**src/rtl/pc_pkg.sv**
```systemverilog
// Shared encodings for the PC sequencer: next-PC source select, trap cause
// and the sequencer FSM states.
package pc_pkg;

  typedef enum logic [2:0] {
    PC_SEQ    = 3'd0,
    PC_BRANCH = 3'd1,
    PC_JUMP   = 3'd2,
    PC_REG    = 3'd3,
    PC_EPC    = 3'd4
  } pc_src_t;

  typedef enum logic [1:0] {
    CAUSE_NONE     = 2'd0,
    CAUSE_EXT      = 2'd1,
    CAUSE_MISALIGN = 2'd2
  } cause_t;

  typedef enum logic [1:0] {
    ST_HOLD = 2'd0,
    ST_RUN  = 2'd1,
    ST_TRAP = 2'd2
  } pc_state_t;

endpackage

```
**src/rtl/pc_next_calc.sv**
```systemverilog
// Combinational next-PC candidate and alignment check. Reserved selects
// (5-7) fall back to the sequential address.
module pc_next_calc
  import pc_pkg::*;
#(
  parameter int unsigned WIDTH = 32,
  parameter int unsigned INC   = 4
) (
  input  logic [WIDTH-1:0] pc,
  input  logic [WIDTH-1:0] epc,
  input  logic [WIDTH-1:0] offset,
  input  logic [WIDTH-1:0] target,
  input  logic [2:0]       pc_src,
  output logic [WIDTH-1:0] cand,
  output logic             misaligned
);

  localparam logic [WIDTH-1:0] INC_W  = WIDTH'(INC);
  localparam logic [WIDTH-1:0] MASK_W = WIDTH'(INC - 1);

  logic [WIDTH-1:0] seq;

  // Select candidate; all arithmetic wraps modulo 2^WIDTH. The multiply by
  // INC wraps identically for a signed or unsigned offset.
  always_comb begin
    seq  = pc + INC_W;
    cand = seq;
    case (pc_src)
      PC_BRANCH:     cand = seq + (offset * INC_W);
      PC_JUMP,
      PC_REG:        cand = target;
      PC_EPC:        cand = epc;
      default:       cand = seq;
    endcase
  end

  // Alignment is modulo INC, which is a power of two.
  assign misaligned = (cand & MASK_W) != '0;

endmodule

```
**src/rtl/pc_sequencer.sv**
```systemverilog
// Program-counter sequencer: holds PC/EPC/cause, loads the next PC on
// pc_write and runs a HOLD/RUN/TRAP FSM for reset hold and two-edge
// exception entry. All outputs are registered.
module pc_sequencer
  import pc_pkg::*;
#(
  parameter int unsigned     WIDTH        = 32,
  parameter logic [WIDTH-1:0] RESET_VECTOR = '0,
  parameter logic [WIDTH-1:0] EXC_VECTOR   = WIDTH'('h100),
  parameter int unsigned     INC          = 4
) (
  input  logic             clk,
  input  logic             rst,
  input  logic             pc_write,
  input  logic [2:0]       pc_src,
  input  logic [WIDTH-1:0] offset,
  input  logic [WIDTH-1:0] target,
  input  logic             exc_req,
  output logic [WIDTH-1:0] pc,
  output logic             pc_valid,
  output logic [WIDTH-1:0] epc,
  output logic [1:0]       cause
);

  pc_state_t        state;
  logic [WIDTH-1:0] cand;
  logic             misaligned;

  pc_next_calc #(.WIDTH(WIDTH), .INC(INC)) u_calc (
    .pc         (pc),
    .epc        (epc),
    .offset     (offset),
    .target     (target),
    .pc_src     (pc_src),
    .cand       (cand),
    .misaligned (misaligned)
  );

  // FSM plus PC/EPC/cause registers. In RUN, exc_req beats a misaligned
  // write, which beats a normal write; HOLD and TRAP ignore both inputs.
  always_ff @(posedge clk) begin
    if (rst) begin
      state    <= ST_HOLD;
      pc       <= RESET_VECTOR;
      epc      <= '0;
      cause    <= CAUSE_NONE;
      pc_valid <= 1'b0;
    end else begin
      case (state)
        ST_HOLD: begin
          state    <= ST_RUN;
          pc_valid <= 1'b1;
        end
        ST_RUN: begin
          if (exc_req) begin
            state    <= ST_TRAP;
            epc      <= pc;
            cause    <= CAUSE_EXT;
            pc_valid <= 1'b0;
          end else if (pc_write && misaligned) begin
            state    <= ST_TRAP;
            epc      <= pc;
            cause    <= CAUSE_MISALIGN;
            pc_valid <= 1'b0;
          end else if (pc_write) begin
            pc <= cand;
          end
        end
        ST_TRAP: begin
          state    <= ST_RUN;
          pc       <= EXC_VECTOR;
          pc_valid <= 1'b1;
        end
        default: begin
          state    <= ST_HOLD;
          pc_valid <= 1'b0;
        end
      endcase
    end
  end

endmodule

```
**config.mk**
```make
export PLATFORM = sky130hd
export DESIGN_NAME = pc_sequencer
export DESIGN_NICKNAME = d
export VERILOG_FILES = /design/src/rtl/pc_pkg.sv /design/src/rtl/pc_next_calc.sv /design/src/rtl/pc_sequencer.sv
export SDC_FILE = /design/constraint.sdc
export NUM_CORES = 1
export LEC_CHECK = 0
export ABC_AREA = 1
export CAP_MARGIN = 20
export CORE_UTILIZATION = 31
export DETAILED_ROUTE_END_ITERATION = 10
export PLACE_DENSITY = 0.5
export RECOVER_POWER = 50
export SLEW_MARGIN = 25
export SYNTH_ARGS = -nofsm -noshare
export SYNTH_HDL_FRONTEND = slang
export SYNTH_SLANG_ARGS = --single-unit
```
**constraint.sdc**
```tcl
create_clock -name clk -period 3.2 [get_ports clk]
set_input_delay 0.64 -clock clk [delete_from_list [all_inputs] [get_ports clk]]
set_output_delay 0.64 -clock clk [all_outputs]
set_load 0.02 [all_outputs]
```
==> results_dict.tcl, run 1 <==
set metrics [dict create \
    grt_start_max_net_pins 54 \
    routedWlPerCell_um 16.57 \
    fin_crit_ns 3.013 \
    top_level_ports 138 \
    antenna_found_initial 0 \
    critPathCaptureType "flop" \
    worstPathCellList "nand2_1 > nor2_4 > nand2_4 > inv_2 > nand2_2 > nor3_4 > xor2_1 > buf_4 > buf_4 > ha_4 > nand2_1 > nor2_2 > inv_1 > nor2_2 > nand2_1 > nand3_2 > a21oi_1 > o21ai_0 > buf_4 > nand3_1 > nand2_1 > a21oi_1" \
    synth_top_area_share_pct 21.73 \
    status "complete, no violations" \
    insertion_delay_ns 0.34 \
    maxCapViolCount 0 \
    cts.clk_slew.worst_paths_ns 0.06 \
    synth.avg_cell_area_um2 5.768 \
    cts_tree "built" \
    ctsHoldBuffers 0 \
    path_delay_family "simple AND/OR/NAND/NOR gates" \
    io_buffers 135 \
    hp-class "reg2reg" \
    vias_per_cell 4.984 \
    cp_common_cell "nand2_1" \
    die_x_um 144.1 \
    yosys_warnings 0 \
    vias 7740 \
    worstHoldPathCells 2 \
    clock-sinks 68 \
    yosys.area_share.simple_pct 40.27 \
    diodes 0 \
    max_slew_margin_pct 56.56 \
    synth-compound-area-share_pct 16.98 \
    grt_overflow 0 \
    instances_no_fill 1553 \
    grt_pass1_wl_mm 39.18 \
    clockBufferDepth 2 \
    start_util_pct 31.87 \
    ir_worst_vdd_v 0.0002147 \
    fin_tns_setup_ns 0 \
    r2r.worst_path.cells 22 \
    grt_use_total_pct 25.11 \
    setup_viol 0 \
    seq_area_frac_synth_pct 21.73 \
    r2r_start "pc[4]$_SDFFE_PP0P_" \
    crit_buf_inv 5 \
    synth.area.mux_share_pct 0 \
    nNetsFinal 1390 \
    whs_endpoint "cause[1]$_SDFFE_PP0P_" \
    synth_fa_ha_area_share_pct 7.311 \
    fin_util_pct 46.32 \
    dp.cells 1532 \
    routabilityCongestion 0.9260 \
    path_max_fanout 5 \
    wl_mm 25.73 \
    final_max_slew_viol_count 0 \
    synth_top_family_by_area "simple AND/OR/NAND/NOR gates" \
    synth_area_leaders "dfxtp_1, nand2_1, inv_1" \
    clock_skew_ns 0.009610 \
    syn-cell-area_um2 6264 \
    fp.coreArea_um2 19650 \
    critPathKind "reg2reg" \
    layout_commonest_cell "nand2_1" \
    timing.hold.ws_ns 0.4422 \
    die_h_um 144.1 \
    cts_buffers 9 \
    synth_xor_area_share_pct 1.958 \
    period_share_pct 94.15 \
    dp_hpwl_mm 20.04 \
    drt_iter0_drc 460 \
    final_cell_mix "nand2_1, inv_1, clkdlybuf4s50_1" \
    root_buffer "clkbuf_16" \
    drive_gt1_share_pct 15.84 \
    rsz0062_at_grt "true" \
    netlist-cell-type-count 42 \
    fillers 2163 \
    hold_viol 0 \
    cp.arrival_ns 3.21 \
    ant_nets 0 \
    r2r_slack_ns 0.19 \
    p_leak_nw 4.112 \
    rows 51 \
    critPathLaunchType "flop" \
    drc 0 \
    synth_area_leader_cell "dfxtp_1" \
    ys_ff_latch 68 \
    synthToLayoutAreaGrowth_pct 45.35 \
    critical-path-max-stage-delay_ns 0.37 \
    slowest_stage "dfxtp_4" \
    r2r_end "pc[14]$_SDFFE_PP0P_" \
    total_power_mw 2.793 \
    min-delay-start "cause[1]$_SDFFE_PP0P_" \
    die_area_um2 20780 \
    power.density_nw_per_um2 306.8 \
    fmax_ghz 0.3319 \
    firstDrtPassIters 7 \
    worst_pin_slew_ns 0.6509 \
    postSynthNetCount 1193 \
    crit_required_ns 3.40 \
    grt_pass1_vias 7182 \
    htreeDepth 3 \
    synthCells 1086 \
]
==> cells by family after synthesis <==
kind of cell    Yosys count
flops                    68
xor+xnor                 14
buf+inv                 189
fa+ha+maj                36
compound gates          186
simple gates            593
==> worst register-to-register path, cell delays in order, from the launching register on <==
cell and delay, ns:
dfxtp_4 0.37, nand2_1 0.09, nor2_4 0.15, nand2_4 0.10, inv_2 0.07, nand2_2 0.09, nor3_4 0.24, xor2_1 0.09
buf_4 0.15, buf_4 0.15, ha_4 0.27, nand2_1 0.09, nor2_2 0.14, inv_1 0.08, nor2_2 0.12, nand2_1 0.08
nand3_2 0.11, a21oi_1 0.06, o21ai_0 0.10, buf_4 0.15, nand3_1 0.06, nand2_1 0.07, a21oi_1 0.06
==> synth_stat cells <==
master,n
nor2_2,4
nor3_2,1
nand3b_1,2
nor3_4,1
o21ai_0,32
dfxtp_1,68
buf_1,2
a221oi_1,17
a21o_1,3
o221ai_1,1
inv_1,148
o311ai_1,1
a31oi_1,3
o21ai_1,6
inv_2,6
buf_2,9
nor2_1,88
ha_1,35
clkbuf_1,19
xor2_1,9
o2111ai_1,1
a211oi_1,2
nand4_2,1
buf_4,4
nand3_1,93
clkinv_1,1
nand4_1,9
o21bai_1,4
nand2_1,357
a21oi_1,104
xnor2_1,5
nand3_2,5
nor3_1,15
nand2_2,6
or2_2,3
o21ai_2,1
nor2_4,3
and2b_1,1
fa_1,1
o211ai_1,11
and2_1,1
nor3b_1,3
==> cell type report <==
| type | count | area, um2 | area share (%) |
|---|---|---|---|
| multi-input combinational | 829 | 4472 | 49.12 |
| timing repair buffer | 220 | 1997 | 21.94 |
| sequential | 68 | 1371 | 15.06 |
| inverter | 155 | 581.8 | 6.391 |
| tap | 265 | 331.6 | 3.642 |
| clock buffer | 10 | 239.0 | 2.625 |
| clock inverter | 6 | 111.4 | 1.223 |
==> per-stage QoR <==
step	cell area, um2	worst slack, ns
CTS	8763	0.01461
global route	9104	-0.01995
floorplan	6264	0.3750
global placement	8403	0.01989
finish	9104	0.1872
detailed placement	8403	-0.03506
==> sequential cells by signal (all words and copies together) (netlist names) <==
name and cells:
epc 32, pc 32, cause 2, state 2
==> worst max-delay path by stage <==
stage,start,endpoint,slack [ns],cells past startpoint
after floorplan,pc[2]$_SDFFE_PP0P_,pc[26]$_SDFFE_PP0P_,0.38,19
after global placement,pc[2]$_SDFFE_PP0P_,pc[21]$_SDFFE_PP0P_,0.02,21
after detailed placement,pc[2]$_SDFFE_PP0P_,pc[30]$_SDFFE_PP0P_,-0.04,23
after CTS,pc[2]$_SDFFE_PP0P_,pc[30]$_SDFFE_PP0P_,0.01,23
after global routing,pc[7]$_SDFFE_PP0P_,pc[22]$_SDFFE_PP0P_,-0.02,18
final,pc[4]$_SDFFE_PP0P_,pc[14]$_SDFFE_PP0P_,0.19,22
==> per-layer routing <==
layer	up-vias	part of all wire, %	track usage [%]
met2	251	43	38.32
li1	3920	-	-
met1	3538	49	36.85
met5	-	0	0
met4	0	1.6	5.319
met3	31	6.1	3.775
==> where the power goes <==
group / total (mW) / leakage [nW] / switching (mW) / internal [mW]
Sequential: 0.893 / 0.554 / 0.0222 / 0.871
Combinational: 0.702 / 3.39 / 0.410 / 0.292
Clock: 1.20 / 0.169 / 0.415 / 0.783
Total: 2.79 / 4.11 / 0.848 / 1.95
==> repair_timing <==
action                     CTS  global route
setup endpoints to repair    6            19
pin swaps                    0            13
resized for setup            3            77
buffers inserted             0             5
No activity file was read; power rests on OpenSTA's default activity.
==> run 2, diff against run 1 <==
MAX_ROUTING_LAYER = met4   (was unset)
==> results_dict.tcl, run 2 (synthesis results as in run 1) <==
set metrics [dict create \
    critPathCaptureType "flop" \
    die_area_um2 20780 \
    clock_skew_ns 0.01033 \
    setup_viol 0 \
    layout_commonest_cell "nand2_1" \
    synthToLayoutAreaGrowth_pct 44.47 \
    grt_overflow 0 \
    power_frac_comb_pct 25.5 \
    fin_util_pct 46.04 \
    critical-path-max-stage-delay_ns 0.36 \
    grt_pass1_vias 7162 \
    period_share_pct 94.14 \
    firstDrtPassIters 5 \
    critPathKind "reg2reg" \
    total_power_mw 2.722 \
    maxCapViolCount 0 \
    antenna_found_initial 0 \
    cellInternalPower_mw 1.867 \
    nNetsFinal 1392 \
    root_buffer "clkbuf_16" \
    drive_gt1_share_pct 15.58 \
    instances_no_fill 1555 \
    seq_area_um2 1371 \
    ctsHoldBuffers 0 \
    final_cell_mix "nand2_1, inv_1, a21oi_1" \
    drc 0 \
    io_buffers 135 \
    status "complete, no violations" \
    max_slew_margin_pct 58.60 \
    grt_use_total_pct 25.74 \
    htreeDepth 3 \
    crit_buf_inv 2 \
    dp_hpwl_mm 20.20 \
    top_level_ports 138 \
    hp-class "reg2reg" \
    path_delay_family "simple AND/OR/NAND/NOR gates" \
    hold_viol 0 \
    fin_crit_ns 3.012 \
    swShare_pct 31.40 \
    reg.largest.list "epc x32, pc x32" \
    worstPathCellList "nand2_1 > nor2_4 > nand2_4 > inv_2 > nand2_2 > xor2_1 > inv_1 > ha_1 > nand2_1 > nor2_1 > nand2_1 > nand3_1 > nand2_1 > nand2_1 > nand2_1 > nand3_1 > nand2_1 > nand2_1 > a21oi_1" \
    die_x_um 144.1 \
    ant_nets 0 \
    clkPwrFrac_pct 41.7 \
    grt_start_max_net_pins 54 \
    power.density_nw_per_um2 300.8 \
    crit_required_ns 3.40 \
    final_max_slew_viol_count 0 \
    clock-sinks 68 \
    cp.arrival_ns 3.21 \
    routabilityCongestion 0.9212 \
    rows 51 \
    wl_mm 25.67 \
    routedWlPerCell_um 16.50 \
    diodes 0 \
    cts.clk_slew.worst_paths_ns 0.06 \
    fmax_ghz 0.3320 \
    cts_tree "built" \
    p_leak_nw 4.278 \
    die_h_um 144.1 \
    multiInputGateArea_um2 4431 \
    fp.coreArea_um2 19650 \
    drt_iter0_drc 429 \
    insertion_delay_ns 0.34 \
    vias 7697 \
    post-place-ws_ns -0.02526 \
    grt_pass1_wl_mm 38.99 \
    vias_per_cell 4.950 \
    fin_ws_ns 0.1876 \
    fin_tns_setup_ns 0 \
    cp_common_cell "nand2_1" \
    switching_power_mw 0.8546 \
    rsz0062_at_grt "true" \
    dp.cells 1536 \
    start_util_pct 31.87 \
    clockBufferDepth 2 \
    fillers 2162 \
    sequentialPowerShare_pct 32.8 \
    critPathLaunchType "flop" \
    worst_pin_slew_ns 0.6210 \
    slowest_stage "dfxtp_2" \
    ir_worst_vdd_v 0.0001920 \
    cts_buffers 9 \
    path_max_fanout 5 \
]
==> run 2: cell types whose count changed in the layout (fill, tap and decap cells not counted), moves of 3 or more <==
| cell | before | now |
|---|---|---|
| dfxtp_2 | 5 | 8 |
| buf_4 | 84 | 87 |
| o21ai_1 | 8 | 11 |
| clkdlybuf4s50_1 | 124 | 78 |
| dlygate4sd3_1 | 10 | 56 |
| o21ai_0 | 29 | 26 |
==> run 2: worst paths after layout <==
| kind | from | end | slack, ns | cells past startpoint |
|---|---|---|---|---|
| hold / removal | cause[1]$_SDFFE_PP0P_ | cause[1]$_SDFFE_PP0P_ | 0.45 | 2 |
| setup reg to reg | pc[4]$_SDFFE_PP0P_ | pc[29]$_SDFFE_PP0P_ | 0.19 | 19 |
| setup / recovery | pc[4]$_SDFFE_PP0P_ | pc[29]$_SDFFE_PP0P_ | 0.19 | 19 |
| hold reg to reg | cause[1]$_SDFFE_PP0P_ | cause[1]$_SDFFE_PP0P_ | 0.45 | 2 |
==> run 2: what timing repair did <==
| item | in CTS | in global routing |
|---|---|---|
| pin swaps | 1 | 7 |
| resized for setup | 2 | 76 |
| setup buffers | 0 | 3 |
| endpoints found under the setup margin | 2 | 20 |
==> run 2: worst min-delay path, cell delays in order, from the launching register on <==
cell and delay (ns):
dfxtp_1 0.31, inv_1 0.05, a21oi_1 0.06
==> run 2: metal layers <==
layer / wire [um] / global-route usage (%) / up-vias / share of wire (%)
met4: 411 / 6.925 / 0 / 1.6
met5: 0 / - / - / 0
met3: 1211 / 1.656 / 26 / 4.7
met1: 12830 / 37.36 / 3505 / 50
met2: 11220 / 38.22 / 242 / 44
li1: - / - / 3924 / -
==> run 2: power by group through the flow <==
stage	sequential, mW	combinational, mW	clock, mW
after global placement	0.910	0.671	0
after floorplan	0.938	0.330	0
after global routing	0.896	0.760	1.19
final	0.893	0.694	1.14
after detailed placement	0.910	0.668	0
after CTS	0.891	0.673	1.15
==> run 2: layout make-up <==
| class | count | share of cell area, % |
|---|---|---|
| timing repair buffer | 222 | 22.10 |
| multi-input combinational | 829 | 48.96 |
| tap | 265 | 3.664 |
| clock buffer | 10 | 2.641 |
| inverter | 155 | 6.430 |
| clock inverter | 6 | 1.051 |
| sequential | 68 | 15.15 |
==> run 2: metrics by stage <==
stage                     hold WS (ns)  cell area [um2]
after global placement          0.4389             8421
after floorplan                 0.5216             6264
after CTS                       0.4551             8760
after detailed placement        0.4426             8421
after global routing            0.4687             9049
final                           0.4544             9049
==> run 3, diff against run 2 <==
CTS_CLUSTER_DIAMETER = 40   (was unset)
==> results of run 3 <==
Same layout as run 2: the final DEF is identical, and so are final timing and power.
